$ cat src/rtl/calc_pkg.sv
// Shared opcode constants and FSM state type for the calculator sequencer.
package calc_pkg;

   localparam logic [2:0] OP_CLEAR = 3'b000;
   localparam logic [2:0] OP_ADD   = 3'b001;
   localparam logic [2:0] OP_SUB   = 3'b010;
   localparam logic [2:0] OP_DISP  = 3'b011;
   localparam logic [2:0] OP_LOAD  = 3'b100;
   localparam logic [2:0] OP_IDLE  = 3'b101;

   typedef enum logic [1:0] {
      S_IDLE = 2'd0,
      S_EXEC = 2'd1,
      S_WB   = 2'd2
   } state_t;

   // Opcodes 000..100 do real work; IDLE and the reserved codes are ignored.
   function automatic logic is_exec_op(input logic [2:0] op);
      return (op <= OP_LOAD);
   endfunction

endpackage

$ cat src/rtl/calc_alu.sv
// Combinational add/subtract unit with carry/borrow and signed overflow.
module calc_alu #(
   parameter int WIDTH = 8
) (
   input  logic [WIDTH-1:0] a,
   input  logic [WIDTH-1:0] b,
   input  logic             sub,
   output logic [WIDTH-1:0] result,
   output logic             carry,
   output logic             ovf
);

   logic [WIDTH:0] sum_ext;

   // Extending by one bit gives the add carry-out, and for subtraction the top bit is the borrow.
   always_comb begin
      if (sub) begin
         sum_ext = {1'b0, a} - {1'b0, b};
      end else begin
         sum_ext = {1'b0, a} + {1'b0, b};
      end
      result = sum_ext[WIDTH-1:0];
      carry  = sum_ext[WIDTH];
      if (sub) begin
         ovf = (a[WIDTH-1] != b[WIDTH-1]) && (result[WIDTH-1] != a[WIDTH-1]);
      end else begin
         ovf = (a[WIDTH-1] == b[WIDTH-1]) && (result[WIDTH-1] != a[WIDTH-1]);
      end
   end

endmodule

$ cat src/rtl/calc_sequencer.sv
// Three-state keyboard instruction sequencer: accept, execute, write back.
module calc_sequencer
   import calc_pkg::*;
#(
   parameter int WIDTH = 8
) (
   input  logic             clk,
   input  logic             rst,
   input  logic             instr_valid,
   input  logic [2:0]       instr,
   input  logic [WIDTH-1:0] operand,
   output logic             busy,
   output logic [WIDTH-1:0] acc,
   output logic             carry,
   output logic             ovf,
   output logic [WIDTH-1:0] disp_data,
   output logic             disp_valid,
   output logic             drop_err,
   output logic [7:0]       op_count
);

   state_t           state;
   state_t           next_state;
   logic             accept;
   logic             drop;
   logic [2:0]       op_reg;
   logic [WIDTH-1:0] operand_reg;
   logic [WIDTH-1:0] res_acc;
   logic             res_carry;
   logic             res_ovf;
   logic             alu_sub;
   logic [WIDTH-1:0] alu_result;
   logic             alu_carry;
   logic             alu_ovf;

   assign busy    = (state != S_IDLE);
   assign alu_sub = (op_reg == OP_SUB);

   calc_alu #(.WIDTH(WIDTH)) u_alu (
      .a      (acc),
      .b      (operand_reg),
      .sub    (alu_sub),
      .result (alu_result),
      .carry  (alu_carry),
      .ovf    (alu_ovf)
   );

   // State register.
   always_ff @(posedge clk) begin
      if (rst) begin
         state <= S_IDLE;
      end else begin
         state <= next_state;
      end
   end

   // Next state, acceptance of a new instruction, and discard of strobes while busy.
   always_comb begin
      next_state = state;
      accept     = 1'b0;
      drop       = 1'b0;
      case (state)
         S_IDLE: begin
            if (instr_valid && is_exec_op(instr)) begin
               accept     = 1'b1;
               next_state = S_EXEC;
            end
         end
         S_EXEC: begin
            drop       = instr_valid;
            next_state = S_WB;
         end
         S_WB: begin
            drop       = instr_valid;
            next_state = S_IDLE;
         end
         default: next_state = S_IDLE;
      endcase
   end

   // Datapath: latch on accept, register results in EXEC, commit to outputs in WB.
   always_ff @(posedge clk) begin
      if (rst) begin
         op_reg      <= OP_CLEAR;
         operand_reg <= '0;
         res_acc     <= '0;
         res_carry   <= 1'b0;
         res_ovf     <= 1'b0;
         acc         <= '0;
         carry       <= 1'b0;
         ovf         <= 1'b0;
         disp_data   <= '0;
         disp_valid  <= 1'b0;
         drop_err    <= 1'b0;
         op_count    <= 8'd0;
      end else begin
         disp_valid <= 1'b0;
         drop_err   <= drop;
         if (accept) begin
            op_reg      <= instr;
            operand_reg <= operand;
         end
         if (state == S_EXEC) begin
            case (op_reg)
               OP_CLEAR: begin
                  res_acc   <= '0;
                  res_carry <= 1'b0;
                  res_ovf   <= 1'b0;
               end
               OP_ADD, OP_SUB: begin
                  res_acc   <= alu_result;
                  res_carry <= alu_carry;
                  res_ovf   <= alu_ovf;
               end
               OP_LOAD: begin
                  res_acc   <= operand_reg;
                  res_carry <= carry;
                  res_ovf   <= ovf;
               end
               default: begin
                  res_acc   <= acc;
                  res_carry <= carry;
                  res_ovf   <= ovf;
               end
            endcase
         end
         if (state == S_WB) begin
            acc      <= res_acc;
            carry    <= res_carry;
            ovf      <= res_ovf;
            op_count <= op_count + 8'd1;
            if (op_reg == OP_DISP) begin
               disp_data  <= acc;
               disp_valid <= 1'b1;
            end
         end
      end
   end

endmodule

$ cat config.mk
export PLATFORM = sky130hd
export DESIGN_NAME = calc_sequencer
export DESIGN_NICKNAME = d
export VERILOG_FILES = /design/src/rtl/calc_pkg.sv /design/src/rtl/calc_alu.sv /design/src/rtl/calc_sequencer.sv
export SDC_FILE = /design/constraint.sdc
export NUM_CORES = 1
export LEC_CHECK = 0
export CAP_MARGIN = 0
export CORE_MARGIN = 1
export CORE_UTILIZATION = 40
export DETAILED_ROUTE_END_ITERATION = 10
export HOLD_SLACK_MARGIN = 0.03
export PLACE_DENSITY_LB_ADDON = 0.08
export SETUP_SLACK_MARGIN = 0.2
export SLEW_MARGIN = 30
export SYNTH_ARGS = -nofsm -noshare
export SYNTH_HDL_FRONTEND = slang
export SYNTH_SLANG_ARGS = --single-unit
export TNS_END_PERCENT = 30
$ cat constraint.sdc
create_clock -name clk -period 2.85 [get_ports clk]
set_input_delay 0.4275 -clock clk [delete_from_list [all_inputs] [get_ports clk]]
set_output_delay 0.4275 -clock clk [all_outputs]
set_load 0.01 [all_outputs]
==> qor.log <==
[timing] setup repair after global routing missed its margin true
[yosys] list of most frequent post-synthesis cells sky130_fd_sc_hd__dfxtp_1 (51), sky130_fd_sc_hd__nor2_1 (49), sky130_fd_sc_hd__nand2_1 (33)
[cells_and_area] Non-Filler Cell Area, Final 0.003488 mm2
[placed_design] input/output buffers 42
[floorplan] floorplan core area 0.006495 mm2
[critical_path] data required time of the worst path 3040 ps
[cells_and_area] Layout Cells excl Fill 449
[critical_path] slowest stage cell, crit path sky130_fd_sc_hd__ha_1
[yosys] Synth async-reset ratio 0
[cells_and_area] area used by multi-input combinational logic 0.001653 mm2
[clocking] Clock Sinks 51
[run_status] violations in the final reports DRC
[clocking] number of hold buffers added after cts 0
[global_route] number of global-route vias before repair 2290
[clocking] TritonCTS buffer count 5
[clocking] CTS tree built
[clocking] Root Driver sky130_fd_sc_hd__clkbuf_8
[routing] routed via count divided by cell count 5.367
[yosys] Syn Area/Cell 8.632 um2
[timing] Max Clock Skew 9.868 ps
[yosys] number of synthesized register bits 51
[timing] final number of hold-violating endpoints 0
[power] Total Power Consumption 1.722 mW
[yosys] gate count of the mapped netlist 318
[placed_design] HPWL reported at the end of detailed placement 4.907 mm
[clocking] maximum clock insertion buffer count 2
[global_route] largest net degree at the start of global routing 29
[placed_design] Cells after DPL 432
[routing] post-detailed-routing wire length 6.891 mm
[global_route] total routing usage reported by global routing 0.1996
[timing] fin. max-slew vios 0
[timing] shortest clock period the worst path allows after layout 2629 ps
[yosys] cell with the most instances after synthesis sky130_fd_sc_hd__dfxtp_1
[routing] Initial DRT Pass Iterations 7
[cells_and_area] fill count 620
[critical_path] Max stage delay on crit path 400 ps
[global_route] global-route congestion overflow total 0
[yosys] sequential-to-total area share from yosys stat 0.3719
[yosys] Synth area leaders sky130_fd_sc_hd__dfxtp_1 (37%), sky130_fd_sc_hd__mux2i_1 (9.1%), sky130_fd_sc_hd__nor2_1 (6.7%)
[timing] maximum operating frequency 0.3803 GHz
[clocking] number of levels in the clock H-tree 2
[power] static leakage 1.376 nW
[timing] worst slew margin relative to its limit 0.6182
[yosys] yosys warns 0
[critical_path] top fanout value on the critical path 5
[yosys] proportion of netlist area held by the largest area contributor 0.3719
[floorplan] overall die area 0.007198 mm2
[floorplan] number of rows in the core area 29
[yosys] number of enable-type register cells in the synthesized netlist 0
[power] pwr dens 493.7 mW/mm2
[routing] DR vias 2410
[yosys] post-synthesis instance area 0.002745 mm2
[cells_and_area] fin util 0.5371
[global_route] number of antenna violations at the first check in global routing 0
[timing] final worst-path cycle share 0.9226
[critical_path] kind of end point of the critical path register
[critical_path] Crit Path Class reg -> reg
[cells_and_area] area overhead of the layout relative to synthesis 27.07%
[routing] count of nets left with antenna violations after detail routing 0
[routing] DRC Markers 2
[yosys] Primary FF master, synth sky130_fd_sc_hd__dfxtp_1
[cells_and_area] net count of the finished layout 400
[flow_run] max-cap viol count 0
[critical_path] library cell appearing most often on the critical path sky130_fd_sc_hd__a211oi_2
[clocking] CTS clk-pin slew, worst paths 100 ps
[clocking] worst-skew pair later-pin latency 310 ps
[cells_and_area] register cell area after layout 0.001035 mm2
[placed_design] post-place instance area 0.003231 mm2
[timing] endpoints failing setup 0
[timing] setup TNS 0 ps
[routing] WL per Instance 15.35 um
[yosys] Net Count, Synth 347
[yosys] distinct cell type count after synthesis 49
[critical_path] data arrival at the endpoint of the critical path 2820 ps
[cells_and_area] final antenna diode count 0
[yosys] leading area contributor after synthesis sky130_fd_sc_hd__dfxtp_1
[floorplan] I/O pin count 43
[power] IR drop worst, VDD 293.0 uV
[run_status] result of the run finished, violations left
[cells_and_area] share of cells above drive strength 1 0.1478
[global_route] first-pass GRT wire length 11.32 mm
[floorplan] initial cell density of the core 0.4227
[hold_path] Hold Path Class reg -> reg
[critical_path] ordered list of cells on the worst path inv_4 -> ha_4 -> nor3b_4 -> nor2_1 -> xnor2_1 -> ha_1 -> nand2_1 -> a211oi_2 -> mux2i_2 -> buf_4 -> a211oi_2 -> o21ai_1 -> a211oi_2
[placed_design] weighted congestion reported at the end of routability-driven placement 0.8986
[floorplan] overall die height 84.84 um
[floorplan] die width 84.84 um
[timing] measured slew at the worst slew-check pin 572.8 ps
[routing] first-iteration detailed-routing DRC count 75
[critical_path] startpoint type of the worst setup path register
[final cells by class]
cell class	instances	share of cell area
multi-input combinational	241	0.4738
sequential	51	0.2966
timing repair buffer	60	0.1578
clock buffer	7	0.02762
tap	77	0.02762
inverter	12	0.01435
clock inverter	1	0.002152
[critical path: cells and delay by family (launching register included)]
kind,cells,cell delay [ps]
buffers and inverters,2,220
AND/OR/NAND/NOR,3,390
flip-flops,1,380
AO/OA/AOI/OAI,4,580
adder cells (fa/ha/maj),2,520
XOR/XNOR,1,140
multiplexers,1,300
[logic make-up (layout without fill, tap and decap cells)]
group                    Yosys count  in the layout  share of synthesized area
flip-flops                        51             51                     0.3719
AO/OA/AOI/OAI                     63             63                     0.1563
adder cells (fa/ha/maj)           16             16                    0.07521
XOR/XNOR                          15             15                    0.04786
buffers and inverters             26             80                    0.05059
multiplexers                      25             25                    0.09116
AND/OR/NAND/NOR                  122            122                     0.2069
[layer usage]
layer  vias up  part of all wire  routed length [um]  GRT usage
met3         6             0.038                 259    0.03599
li1       1213                 -                   -          -
met2        51              0.47                3267     0.3503
met4         0             0.012                  83    0.04777
met1      1140              0.48                3281     0.2548
met5         -                 0                   0          0
[what timing repair did]
item                                    CTS  global route
pin swaps                                 0            14
setup buffers                             1             8
gates cloned                              0             0
gates resized for setup                   2            23
endpoints found under the setup margin    2             7
[power by group]
group	switching (mW)	leakage (nW)	internal, mW
combinational	0.249	0.909	0.229
clock	0.253	0.0505	0.221
sequential	0.0310	0.417	0.739
[cell usage in the layout, fill, tap and decap left out, types with 8 or more instances in the layout]
cell type and n:
sky130_fd_sc_hd__inv_1 10, sky130_fd_sc_hd__mux2i_1 24, sky130_fd_sc_hd__nor2_1 49, sky130_fd_sc_hd__buf_4 18, sky130_fd_sc_hd__nor3_1 10, sky130_fd_sc_hd__xnor2_1 8, sky130_fd_sc_hd__ha_1 13, sky130_fd_sc_hd__dfxtp_1 46
sky130_fd_sc_hd__clkdlybuf4s50_1 41, sky130_fd_sc_hd__a21oi_1 23, sky130_fd_sc_hd__nand2_1 32
[path summary, 6_finish.rpt]
kind                                startpoint  cells after the start    endpoint  slack (ps)
worst max register to register  operand_reg[1]                     13     res_ovf         220
worst min-delay path                res_acc[4]                      2  res_acc[4]         460
worst max-delay path            operand_reg[1]                     13     res_ovf         220
worst min register to register      res_acc[4]                      2  res_acc[4]         460
[stage by stage]
| step | hold WS, ps | worst slack [ps] |
|---|---|---|
| 2_1_floorplan | 431.6 | 335.3 |
| 3_3_place_gp | 442.6 | 130.1 |
| 3_5_place_dp | 447.1 | 144.9 |
| 4_1_cts | 460.9 | 201.1 |
| 5_1_grt | 481.6 | 75.40 |
| 6_report | 456.2 | 220.7 |
(Power assumes the default switching activity.)
